### src/rtl/noc_sync_pkg.sv
// noc_sync_pkg
//   Shared definitions for the synchronous SDM NoC router blocks:
//   flit-type bit positions, output-port direction indices, the per-VC
//   input-buffer state encoding, head-flit address field offsets, and the
//   XY routing function.
package noc_sync_pkg;

    // flit type is one-hot; HOF|EOF marks a single-flit packet
    localparam int FT_HOF = 0;
    localparam int FT_BOF = 1;
    localparam int FT_EOF = 2;

    // output port indices inside a one-hot route vector
    localparam int DIR_S = 0;
    localparam int DIR_W = 1;
    localparam int DIR_N = 2;
    localparam int DIR_E = 3;
    localparam int DIR_L = 4;

    // destination address fields inside a head flit
    localparam int ADDR_W     = 8;
    localparam int ADDR_X_LSB = 0;
    localparam int ADDR_Y_LSB = 8;

    typedef enum logic [1:0] {
        VC_IDLE = 2'd0,
        VC_RC   = 2'd1,
        VC_VA   = 2'd2,
        VC_ACT  = 2'd3
    } vc_state_e;

    // dimension-ordered routing: resolve x first, then y, else deliver locally
    function automatic logic [4:0] route_xy(
        input logic [ADDR_W-1:0] dst_x,
        input logic [ADDR_W-1:0] dst_y,
        input logic [ADDR_W-1:0] loc_x,
        input logic [ADDR_W-1:0] loc_y
    );
        logic [4:0] r;
        r = '0;
        if (dst_x > loc_x)      r[DIR_E] = 1'b1;
        else if (dst_x < loc_x) r[DIR_W] = 1'b1;
        else if (dst_y > loc_y) r[DIR_N] = 1'b1;
        else if (dst_y < loc_y) r[DIR_S] = 1'b1;
        else                    r[DIR_L] = 1'b1;
        return r;
    endfunction

endpackage

### src/rtl/vc_fifo.sv
// vc_fifo
//   Single-VC flit FIFO: register array, wrapping read/write pointers and
//   an occupancy count. DEPTH must be a power of two so the pointers wrap
//   by plain overflow.
// Ports:
//   clk, rst_n    clock, synchronous active-low reset (empties the FIFO)
//   push, wdata   write request and entry
//   pop           read request; takes the current front entry
//   rdata         front entry, zero while empty
//   full, empty   occupancy flags
//   A push while full is accepted only together with a pop.
module vc_fifo #(
    parameter int W     = 35,
    parameter int DEPTH = 4
) (
    input  logic         clk,
    input  logic         rst_n,
    input  logic         push,
    input  logic         pop,
    input  logic [W-1:0] wdata,
    output logic [W-1:0] rdata,
    output logic         full,
    output logic         empty
);

    localparam int AW = (DEPTH > 1) ? $clog2(DEPTH) : 1;

    logic [W-1:0]  mem [DEPTH];
    logic [AW-1:0] wr_ptr;
    logic [AW-1:0] rd_ptr;
    logic [AW:0]   count;
    logic          do_push;
    logic          do_pop;

    assign empty   = (count == '0);
    assign full    = (count == DEPTH[AW:0]);
    assign do_pop  = pop & ~empty;
    assign do_push = push & (~full | do_pop);
    // gating keeps the outputs at zero after reset and between packets
    assign rdata   = empty ? '0 : mem[rd_ptr];

    always_ff @(posedge clk) begin
        if (do_push) mem[wr_ptr] <= wdata;
    end

    always_ff @(posedge clk) begin
        if (!rst_n) begin
            wr_ptr <= '0;
            rd_ptr <= '0;
            count  <= '0;
        end else begin
            if (do_push) wr_ptr <= wr_ptr + 1'b1;
            if (do_pop)  rd_ptr <= rd_ptr + 1'b1;
            count <= count + {{AW{1'b0}}, do_push} - {{AW{1'b0}}, do_pop};
        end
    end

endmodule

### src/rtl/vc_inpbuf_sync.sv
// vc_inpbuf_sync
//   Router input-port buffer: per-VC flit FIFOs, XY route computation on
//   head flits, VC/switch allocation handshakes and credit return.
//   Optional sticky protocol-error detection is built when the macro
//   VC_INPBUF_ERRCHK_EN is defined (adds the err port).
// Ports:
//   clk, rst_n         clock, synchronous active-low reset
//   div, di, dit, divc incoming flit valid, data, type, one-hot target VC
//   cor                per-VC credit pulse, one cycle after each pop
//   dout, dot          front flit data/type per VC (the flit data output;
//                      "do" is a reserved word), valid while swr is high
//   dortg              latched route of the current packet per VC
//   vcr, vcra          VC allocation request (one-hot direction) / grant
//   swr, swa           switch request / grant (grant pops the front flit)
//   addrx, addry       local router address
//   err                sticky per-VC protocol error (VC_INPBUF_ERRCHK_EN)
//
// Per-VC FSM
//   state   | meaning
//   IDLE    | waiting for a head flit at (or arriving into) the FIFO front
//   RC      | route computed from the front head flit, latched into dortg
//   VA      | requesting an output VC with vcr until vcra
//   ACT     | requesting the switch while flits are buffered, until EOF pops
module vc_inpbuf_sync
    import noc_sync_pkg::*;
#(
    parameter int DW    = 32,
    parameter int VCN   = 2,
    parameter int DEPTH = 4,
    parameter int DIR   = 0,
    parameter int SN    = 5,
    parameter int FT    = 3
) (
    input  logic              clk,
    input  logic              rst_n,
    input  logic              div,
    input  logic [DW-1:0]     di,
    input  logic [FT-1:0]     dit,
    input  logic [VCN-1:0]    divc,
    output logic [VCN-1:0]    cor,
    output logic [VCN*DW-1:0] dout,
    output logic [VCN*FT-1:0] dot,
    output logic [VCN*SN-1:0] dortg,
    output logic [VCN*SN-1:0] vcr,
    input  logic [VCN-1:0]    vcra,
    output logic [VCN-1:0]    swr,
    input  logic [VCN-1:0]    swa,
    input  logic [7:0]        addrx,
    input  logic [7:0]        addry
`ifdef VC_INPBUF_ERRCHK_EN
    ,
    output logic [VCN-1:0]    err
`endif
);

    localparam int W = DW + FT;

    if (DIR < 0 || DIR > 4) begin : g_bad_dir
        $error("vc_inpbuf_sync: DIR must be 0..4");
    end
    if (DEPTH < 2 || (DEPTH & (DEPTH - 1)) != 0) begin : g_bad_depth
        $error("vc_inpbuf_sync: DEPTH must be a power of two >= 2");
    end

    logic divc_ok;
    logic [VCN-1:0] push;
    logic [VCN-1:0] full;
    logic [VCN-1:0] empty;

`ifdef VC_INPBUF_ERRCHK_EN
    assign divc_ok = $onehot(divc);
`else
    assign divc_ok = 1'b1;
`endif

    assign push = (div & divc_ok) ? divc : '0;

    for (genvar v = 0; v < VCN; v++) begin : g_vc
        logic [W-1:0]  front;
        logic [DW-1:0] front_dat;
        logic [FT-1:0] front_typ;
        vc_state_e     state_q;
        vc_state_e     state_d;
        logic [SN-1:0] rtg_q;
        logic [SN-1:0] rtg_calc;
        logic          rtg_ld;
        logic          rtg_clr;
        logic          pop_v;
        logic          swr_v;
        logic [SN-1:0] vcr_v;
        logic          cor_q;

        vc_fifo #(.W(W), .DEPTH(DEPTH)) u_fifo (
            .clk   (clk),
            .rst_n (rst_n),
            .push  (push[v]),
            .pop   (pop_v),
            .wdata ({di, dit}),
            .rdata (front),
            .full  (full[v]),
            .empty (empty[v])
        );

        assign front_dat = front[W-1:FT];
        assign front_typ = front[FT-1:0];
        assign rtg_calc  = route_xy(front_dat[ADDR_X_LSB +: ADDR_W],
                                    front_dat[ADDR_Y_LSB +: ADDR_W],
                                    addrx, addry);

        always_comb begin
            state_d = state_q;
            pop_v   = 1'b0;
            swr_v   = 1'b0;
            vcr_v   = '0;
            rtg_ld  = 1'b0;
            rtg_clr = 1'b0;
            case (state_q)
                VC_IDLE: begin
                    // a head written into an empty FIFO starts RC next cycle
                    if (!empty[v]) begin
                        if (front_typ[FT_HOF]) state_d = VC_RC;
`ifdef VC_INPBUF_ERRCHK_EN
                        else pop_v = 1'b1;
`endif
                    end else if (push[v] && dit[FT_HOF]) begin
                        state_d = VC_RC;
                    end
                end
                VC_RC: begin
                    rtg_ld  = 1'b1;
                    state_d = VC_VA;
                end
                VC_VA: begin
                    vcr_v = rtg_q;
                    if (vcra[v]) state_d = VC_ACT;
                end
                VC_ACT: begin
                    swr_v = ~empty[v];
                    if (swr_v && swa[v]) begin
                        pop_v = 1'b1;
                        if (front_typ[FT_EOF]) begin
                            rtg_clr = 1'b1;
                            state_d = VC_IDLE;
                        end
                    end
                end
                default: state_d = VC_IDLE;
            endcase
        end

        always_ff @(posedge clk) begin
            if (!rst_n) begin
                state_q <= VC_IDLE;
                rtg_q   <= '0;
                cor_q   <= 1'b0;
            end else begin
                state_q <= state_d;
                cor_q   <= pop_v;
                if (rtg_ld)       rtg_q <= rtg_calc;
                else if (rtg_clr) rtg_q <= '0;
            end
        end

`ifdef VC_INPBUF_ERRCHK_EN
        logic err_q;
        logic err_set;
        assign err_set = (push[v] & full[v] & ~pop_v)
                       | ((state_q == VC_IDLE) & pop_v)
                       | (div & ~divc_ok);

        always_ff @(posedge clk) begin
            if (!rst_n)       err_q <= 1'b0;
            else if (err_set) err_q <= 1'b1;
        end
        assign err[v] = err_q;
`endif

        assign cor[v]              = cor_q;
        assign swr[v]              = swr_v;
        assign vcr[v*SN +: SN]     = vcr_v;
        assign dortg[v*SN +: SN]   = rtg_q;
        assign dout[v*DW +: DW]    = front_dat;
        assign dot[v*FT +: FT]     = front_typ;
    end

endmodule

### config.mk
export PLATFORM = sky130hd
export DESIGN_NAME = vc_inpbuf_sync
export DESIGN_NICKNAME = d
export VERILOG_FILES = /design/src/rtl/noc_sync_pkg.sv /design/src/rtl/vc_fifo.sv /design/src/rtl/vc_inpbuf_sync.sv
export SDC_FILE = /design/constraint.sdc
export NUM_CORES = 1
export LEC_CHECK = 0
export ABC_AREA = 1
export CAP_MARGIN = 20
export CELL_PAD_IN_SITES_DETAIL_PLACEMENT = 0
export CELL_PAD_IN_SITES_GLOBAL_PLACEMENT = 2
export CORE_ASPECT_RATIO = 2
export CORE_MARGIN = 2
export CORE_UTILIZATION = 34
export DETAILED_ROUTE_END_ITERATION = 8
export PLACE_DENSITY = 0.83
export RECOVER_POWER = 100
export SLEW_MARGIN = 20
export SYNTH_ARGS = -nofsm -noshare
export SYNTH_HDL_FRONTEND = slang
export SYNTH_SLANG_ARGS = --single-unit
### constraint.sdc
create_clock -name clk -period 3.36 [get_ports clk]
set_clock_uncertainty 0.1 [all_clocks]
set_input_delay 0.84 -clock clk [delete_from_list [all_inputs] [get_ports clk]]
set_output_delay 0.84 -clock clk [all_outputs]
set_load 0.01 [all_outputs]
==> results of run 1 <==
-- metrics by stage --
stage / total power, uW / util
final: 9640 / 0.433
after global routing: 10100 / 0.433
after CTS: 9760 / 0.431
after detailed placement: 6670 / 0.405
after global placement: 6650 / 0.405
after floorplan: 5600 / -
-- routing by layer --
metal | global-route usage | wire length, um | up-vias
met3 | 0.0253 | 1560 | 53
met4 | 0.0527 | 867 | 0
met1 | 0.187 | 14200 | 4586
met5 | 0 | 0 | -
met2 | 0.350 | 20900 | 212
li1 | - | - | 4534
-- final timing paths --
path                                          from                             endpoint  cells past startpoint
min          g_vc[1].u_fifo.rd_ptr[1]$_SDFFE_PN0P_                                 flop                      1
min reg2reg  g_vc[1].u_fifo.rd_ptr[1]$_SDFFE_PN0P_                                 flop                      1
max reg2reg        g_vc[0].state_q[0]$_SDFFE_PN0P_  g_vc[0].u_fifo.mem[1][18]$_DFFE_PP_                      7
max                                           flop                             dout[32]                      6
-- critical path: stages, from the launching register on --
cell and delay (ns):
sky130_fd_sc_hd__dfxtp_4 0.48, sky130_fd_sc_hd__clkbuf_16 0.22, sky130_fd_sc_hd__nor2_1 0.06, sky130_fd_sc_hd__nor2_1 0.07
sky130_fd_sc_hd__o21ai_0 0.11, sky130_fd_sc_hd__a21oi_2 0.27, sky130_fd_sc_hd__clkdlybuf4s50_1 0.59
-- sequential cells by signal, summed over array words and instances (netlist names), named ones only --
| register | cells |
|---|---|
| g_vc.u_fifo.mem | 280 |
| g_vc.u_fifo.rd_ptr | 4 |
| g_vc.u_fifo.count | 6 |
| g_vc.rtg_q | 10 |
| g_vc.u_fifo.wr_ptr | 4 |
| g_vc.state_q | 4 |
| g_vc.cor_q | 2 |
-- final cells by class --
cell class	count	share of cell area
flip-flops and latches	314	0.533
multi-input cells	755	0.234
repair buffers	198	0.119
clock buffers	35	0.0426
well taps	525	0.0385
inverters	106	0.0253
clock inverters	16	0.00725
diodes	2	0.000293
-- cells in the final DEF (no fill, tap or decap), types with 5 or more instances in the layout --
cell	count
sky130_fd_sc_hd__nand2_2	10
sky130_fd_sc_hd__dlymetal6s2s_1	18
sky130_fd_sc_hd__clkbuf_1	10
sky130_fd_sc_hd__inv_1	99
sky130_fd_sc_hd__nand2_1	89
sky130_fd_sc_hd__dlygate4sd3_1	50
sky130_fd_sc_hd__clkbuf_2	8
sky130_fd_sc_hd__buf_4	21
sky130_fd_sc_hd__nand3_1	30
sky130_fd_sc_hd__clkdlybuf4s50_1	82
sky130_fd_sc_hd__clkbuf_16	30
sky130_fd_sc_hd__a21oi_2	30
sky130_fd_sc_hd__o21ai_0	138
sky130_fd_sc_hd__ha_1	54
sky130_fd_sc_hd__edfxtp_1	280
sky130_fd_sc_hd__buf_12	7
sky130_fd_sc_hd__a21oi_1	65
sky130_fd_sc_hd__o21ai_1	5
sky130_fd_sc_hd__clkinv_2	7
sky130_fd_sc_hd__o21a_1	6
sky130_fd_sc_hd__nor2_1	296
sky130_fd_sc_hd__dfxtp_1	29
sky130_fd_sc_hd__nor2_4	9
-- where the power goes --
part	total, uW	leakage (uW)	switching (uW)	internal, uW
logic	2080	0.00338	1240	839
clock network	3030	0.000413	1410	1620
registers	4520	0.00282	80.1	4440
-- logic make-up after synthesis --
family,share of synthesized area
adder cells (fa/ha/maj),0.0527
AO/OA/AOI/OAI,0.0943
flip-flops,0.669
XOR/XNOR,0.00129
AND/OR/NAND/NOR,0.132
buffers and inverters,0.0505
-- what timing repair did --
item,4_1_cts,5_1_grt
hold endpoints to repair,0,0
pin swaps,1,15
gates cloned,1,2
hold buffers,0,0
endpoints found under the setup margin,60,39
gates resized for setup,42,41
buffers inserted,0,7
==> results list, run 1 <==
- The flow ran to the end, and the final reports show no timing, DRC or antenna violations.
- In this run the standard cell core region covers roughly 39000 um2.
* Largest cells by area after synthesis: sky130_fd_sc_hd__edfxtp_1 62%, sky130_fd_sc_hd__nor2_1 8.4%, sky130_fd_sc_hd__o21ai_0 5.0%
- Number of top-level design ports: roughly 150
* Number of nets in the finished design: 1519
- No sink is reached through more buffers than the 3 on the longest clock path.
* Summed negative setup slack over all endpoints: 0 ns
- For this run, the leading register cell type out of synthesis is sky130_fd_sc_hd__edfxtp_1.
* Die boundary width: 145 um
- Worst skew pair latency: 0.56 ns
- Period minus WS final: 3.30 ns
* Largest area contributor in the synthesized netlist: sky130_fd_sc_hd__edfxtp_1
- Data on the critical path is required at its endpoint by 2.42 ns.
- Total standard cell area after synthesis: 13600 um2
- Unrepaired setup endpoints after global routing: yes
* Inst Count DP: 1888
- For this run, the register share of the synthesized area comes to 0.669.
* Synthesized netlist net count: approximately 1300
* Fillers: 3798
- In this run the cell area measured after placement is 16000 um2.
- Detailed routing inserted a total of 9385 vias.
- Flop and latch count out of synthesis: around 310
* Sinks on the clock net: 314
- Number of max-slew violations in the final report: 0
- Of the available clock period, the critical path in the final layout requires 0.983.
- For this design the ratio of total power to cell area is approximately 560 nW/um2.
- In the global route stage, overall resource usage came out at 0.175.
* Gr ovfl total: 0
* Chip Height: 287 um
* Post-route antenna net violation count: 0
- Maximum resistive drop on vdd: ~0.43 mV
* EDFF count, synth: 280
* First-pass GRT wire length: 55600 um
- Clock-pin slew was measured on the worst setup and hold paths at 0.07 ns.
- Post-synth top area share: 0.619
- Worst reg-to-reg setup slack: 0.36 ns
- CTS tree: built
- Commonest cells in the netlist: 304 x sky130_fd_sc_hd__nor2_1, 280 x sky130_fd_sc_hd__edfxtp_1, 137 x sky130_fd_sc_hd__o21ai_0
* Initial antenna violation count: 2
- The worst setup path is of the reg -> out kind.
- Worst slew slack as a fraction of its limit: 0.117
- Yosys warnings: 0
- Of all nets on the critical path, the largest fanout is 14.
* Final setup violation count: 0
- Row Count: 103
- Worst setup slack after placement: 0.295 ns
* Final Hold Viols: 0
- Worst-Margin Slew: 1.33 ns
* Final Wtd Congestion: 0.756
- Entering global routing, the biggest net connects 63 pins.
- Worst Hold Margin: 0.407 ns
- Area growth from synthesis to layout: 25.7%
- The die covers ~42000 um2.
- STA puts the critical path data arrival time at 2.36 ns.
- Routed length per placed instance: 19.2 um
- Violation count after the first detailed-route iteration: 483
- Type of the worst min-delay path: reg -> reg
- Initial Utilization: 0.345
* Vias per cell: 4.81
- Area of combinational cells with multiple inputs: between 3000 and 4000 um2
- Cell with the most instances after synthesis: sky130_fd_sc_hd__nor2_1
- Of the cells placed in the final design, the portion with a size suffix greater than 1 is 0.106.
* Crit path capture type: output pin
- Area of all placed cells without fillers: 17100 um2
- Max Clock Freq: 303 MHz
- CTS built an H-tree with a depth of 1.
- Non-Filler Instances: 1951
- After synthesis, the share of flip-flops with an asynchronous set or reset is 0.
- Clock tree synthesis inserted a total of 28 buffers.
* Cell count after synthesis: 1231
- Detailed placement ended at an HPWL of 23900 um.
- Clk root buf: sky130_fd_sc_hd__clkbuf_16
* Syn avg cell area: about 11 um2
- Across the run, the number of max-cap violations was 0.
- Remaining routing DRC violations: 0
- 1st-pass router iterations: 5
- Input and output buffers added on the ports amount to 153.
* Routed wire length: 37500 um
- Leakage power figure: ~0.0066 uW
- Final worst-path setup slack: roughly 0.059 ns
- Via count of the first global-routing pass: 9548
- In the final layout, flip-flops and latches occupy between 9000 and 10000 um2.
- The number of different library cells used by synthesis comes to 32.
- Worst Setup Start Kind: flop
Power figures use the tool's default switching activity.
==> inputs of run 2 (changes only) <==
--- a/config.mk
+++ b/config.mk
@@ -10,11 +10,12 @@
 export CELL_PAD_IN_SITES_DETAIL_PLACEMENT = 0
 export CELL_PAD_IN_SITES_GLOBAL_PLACEMENT = 2
 export CORE_ASPECT_RATIO = 2
-export CORE_MARGIN = 2
+export CORE_MARGIN = 1.5
 export CORE_UTILIZATION = 34
 export DETAILED_ROUTE_END_ITERATION = 8
-export PLACE_DENSITY = 0.83
+export PLACE_DENSITY_LB_ADDON = 0.08
 export RECOVER_POWER = 100
+export SKIP_CTS_REPAIR_TIMING = 1
 export SLEW_MARGIN = 20
 export SYNTH_ARGS = -nofsm -noshare
 export SYNTH_HDL_FRONTEND = slang
==> results list, run 2 (synthesis results as in run 1) <==
- Maximum number of pins on one net before global-route repair: 51 (-19%)
- The remaining design rule violation count was 0 (unchanged).
- Clock Pin Slew Worst Setup and Hold Paths: 0.07 ns (about the same)
- The routed wirelength normalized by instance count is 20.4 um (+5.9%).
- Cells on Worst Hold Path: 1 (unchanged)
* Crit path top cell by count: sky130_fd_sc_hd__nand2_1
- Counting flops per register, the top entry is g_vc.u_fifo.mem.
- Vias per cell: 4.78 (-0.72%)
- TritonCTS built the clock tree.
* Number of max-slew violations in the final report: 0 (unchanged)
* Power density over cell area: 588 nW/um2 (+4.1%)
* Final Wtd Congestion: 0.791 (+4.7%)
* Via Count: 9437 (+0.55%)
- STA classifies the critical path endpoint as an output pin.
* Final setup violation count: 0 (unchanged)
- Clk root buf: sky130_fd_sc_hd__clkbuf_16
- Maximum resistive drop on vdd: 0.381 mV (-12%)
* Max Clock Freq: 299 MHz (-1.4%)
- Number of nets in the finished design: 1543 (+1.6%)
- Cell-by-cell trace of the critical path: clkbuf_1 -> clkbuf_16 -> nand2_1 -> nand3_1 -> nand2_1 -> nand2_2 -> inv_1 -> clkdlybuf4s50_1
* Row Count: 103 (unchanged)
- The endpoint required time on the critical path is 2.42 ns (about the same).
* Leakage power figure: 0.00694 uW (+4.9%)
- The share of the cycle needed by the critical path after routing is 0.997 (+0.0143).
* Worst slew slack as a fraction of its limit: 0.210 (+0.0935)
* Cell count of the worst reg-to-reg path: 9 (+2)
* Fraction of final layout cells sized beyond drive strength 1: 0.119 (+0.0127)
* Worst Hold Margin: 0.404 ns (-0.00348 ns)
* Outcome: completed
* HPWL after detailed placement: 25900 um (+8.2%)
- Fillers: 3846 (+1.3%)
* Quantity of I/O buffers inserted on ports: 153 (unchanged)
* Max reg flops: 280 (unchanged)
- The highest net fanout along the worst path is 15 (+1).
- The total core area is 39400 um2 (unchanged).
- Gr ovfl total: 0 (unchanged)
* Final Hold Viols: 0 (unchanged)
- Top library cells by usage in the layout, fill and taps aside: 297 x sky130_fd_sc_hd__nor2_1, 280 x sky130_fd_sc_hd__edfxtp_1, 140 x sky130_fd_sc_hd__o21ai_0, 99 x sky130_fd_sc_hd__inv_1, 90 x sky130_fd_sc_hd__nand2_1
- The post-placement cell count came to 1897 (+0.48%).
- Period minus WS final: 3.35 ns (+0.0479 ns)
* Type of the worst min-delay path: reg -> reg
- The first-pass GRT wire length is 58600 um (+5.3%).
- Via count of the first global-routing pass: 9492 (-0.59%)
- Area growth from synthesis to layout: 28.1%
- The slowest stage of the critical path belongs to the cell sky130_fd_sc_hd__dfxtp_4.
* Worst-Margin Slew: 1.18 ns (-0.140 ns)
- The worst path arrival time is 2.41 ns (+0.05 ns).
- The maximum number of buffers from clock root to sink is 3 (unchanged).
- The worst setup path is of the reg -> out kind.
- The overall routed net length is 40200 um (+7.2%).
* Chip Height: 286 um (-0.35%)
* Die boundary width: 144 um (-0.69%)
- The largest registers in the layout are g_vc.u_fifo.mem: 280 flops, g_vc.rtg_q: 10 flops, g_vc.u_fifo.count: 6 flops.
- The combined global-route utilization of all metal layers came to 0.194 (+0.0189).
- 1st-pass router iterations: 4 (-1)
- The initial antenna violation count came to 4 (+2).
- The number of violations of the max-capacitance limit is 0 (unchanged).
- The final standard cell count with taps included and fillers excluded came to 1976 (+1.3%).
* Worst skew pair latency: 0.56 ns (about the same)
* Worst Setup Start Kind: flop
* Number of top-level design ports: 154 (unchanged)
* Slowest Stage Delay on Critical Path: 0.51 ns (-0.08 ns)
- Most common cell after layout, fill and taps aside: sky130_fd_sc_hd__nor2_1
- Initial Utilization: 0.345 (unchanged)
- The area of the die came to 41200 um2 (-1.0%).
- The clock sink count was 314 (unchanged).
- Setup repair after global routing could not meet its margin everywhere.
- Post-route antenna net violation count: 0 (unchanged)
* Max H-tree Level: 1 (unchanged)
- Post-layout power: 10200 uW (+6.1%)
* Cts bufs inserted: 29 (+3.6%)
* Violation count after the first detailed-route iteration: 408 (-16%)
## run 2: cell types whose count changed in the layout (fill, tap and decap cells not counted), moves of 3 or more
cell / delta
sky130_fd_sc_hd__a21oi_1: +3
sky130_fd_sc_hd__clkdlybuf4s50_1: -9
sky130_fd_sc_hd__buf_4: +17
sky130_fd_sc_hd__clkbuf_8: +3
sky130_fd_sc_hd__bufinv_16: +6
sky130_fd_sc_hd__clkbuf_2: -7
sky130_fd_sc_hd__dlygate4sd2_1: -3
sky130_fd_sc_hd__clkbuf_4: +10
sky130_fd_sc_hd__a21oi_4: -3
sky130_fd_sc_hd__dlymetal6s2s_1: +9
## run 2: layout make-up
class	instances	area [um2]	area share
Timing Repair Buffer	221	2210	0.127
Antenna cell	2	5.00	0.000288
Sequential cell	314	9100	0.523
Clock buffer	34	774	0.0445
Tap cell	525	657	0.0377
Clock inverter	19	275	0.0158
Inverter	106	438	0.0252
Multi-Input combinational cell	755	3950	0.227
## run 2: power breakdown
part	internal, uW	switching (uW)	leakage (uW)	total (uW)
Combinational	835	1230	0.00360	2070
Clock	2180	1460	0.000514	3650
Sequential	4430	79.8	0.00282	4510
Total	7450	2780	0.00694	10200
## run 2: stage by stage
stage / area (um2) / worst slack, ns / utilization / TNS, ns
after floorplan: 13600 / 0.110 / - / 0
after global placement: 16000 / 0.292 / 0.407 / 0
after detailed placement: 16000 / 0.248 / 0.407 / 0
after CTS: 17100 / -0.355 / 0.434 / -9.85
after global routing: 17400 / -0.0833 / 0.441 / -0.310
final: 17400 / 0.0109 / 0.441 / 0
## run 2: layer usage
layer / wire length, um / part of all wire / up-vias / GRT usage
met5: 0 / 0 / - / 0
met4: 1280 / 0.032 / 0 / 0.0750
met3: 1510 / 0.038 / 64 / 0.0216
met2: 21400 / 0.53 / 214 / 0.356
met1: 16000 / 0.40 / 4570 / 0.227
li1: - / - / 4589 / -
## run 2: worst paths after layout
kind	from	to	slack [ns]
max	flop	dot[0]	0.01
min	g_vc[1].u_fifo.rd_ptr[1]$_SDFFE_PN0P_	flop	0.40
max reg2reg	g_vc[1].u_fifo.count[1]$_SDFF_PN0_	g_vc[1].u_fifo.mem[2][4]$_DFFE_PP_	0.32
min reg2reg	g_vc[1].u_fifo.rd_ptr[1]$_SDFFE_PN0P_	flop	0.40
## run 2: worst max-delay path, delay by kind of cell, from the launching register on
kind          cells  cell delay [ns]
buf+inv           4             0.97
simple gates      4             0.35
flops             1             0.51
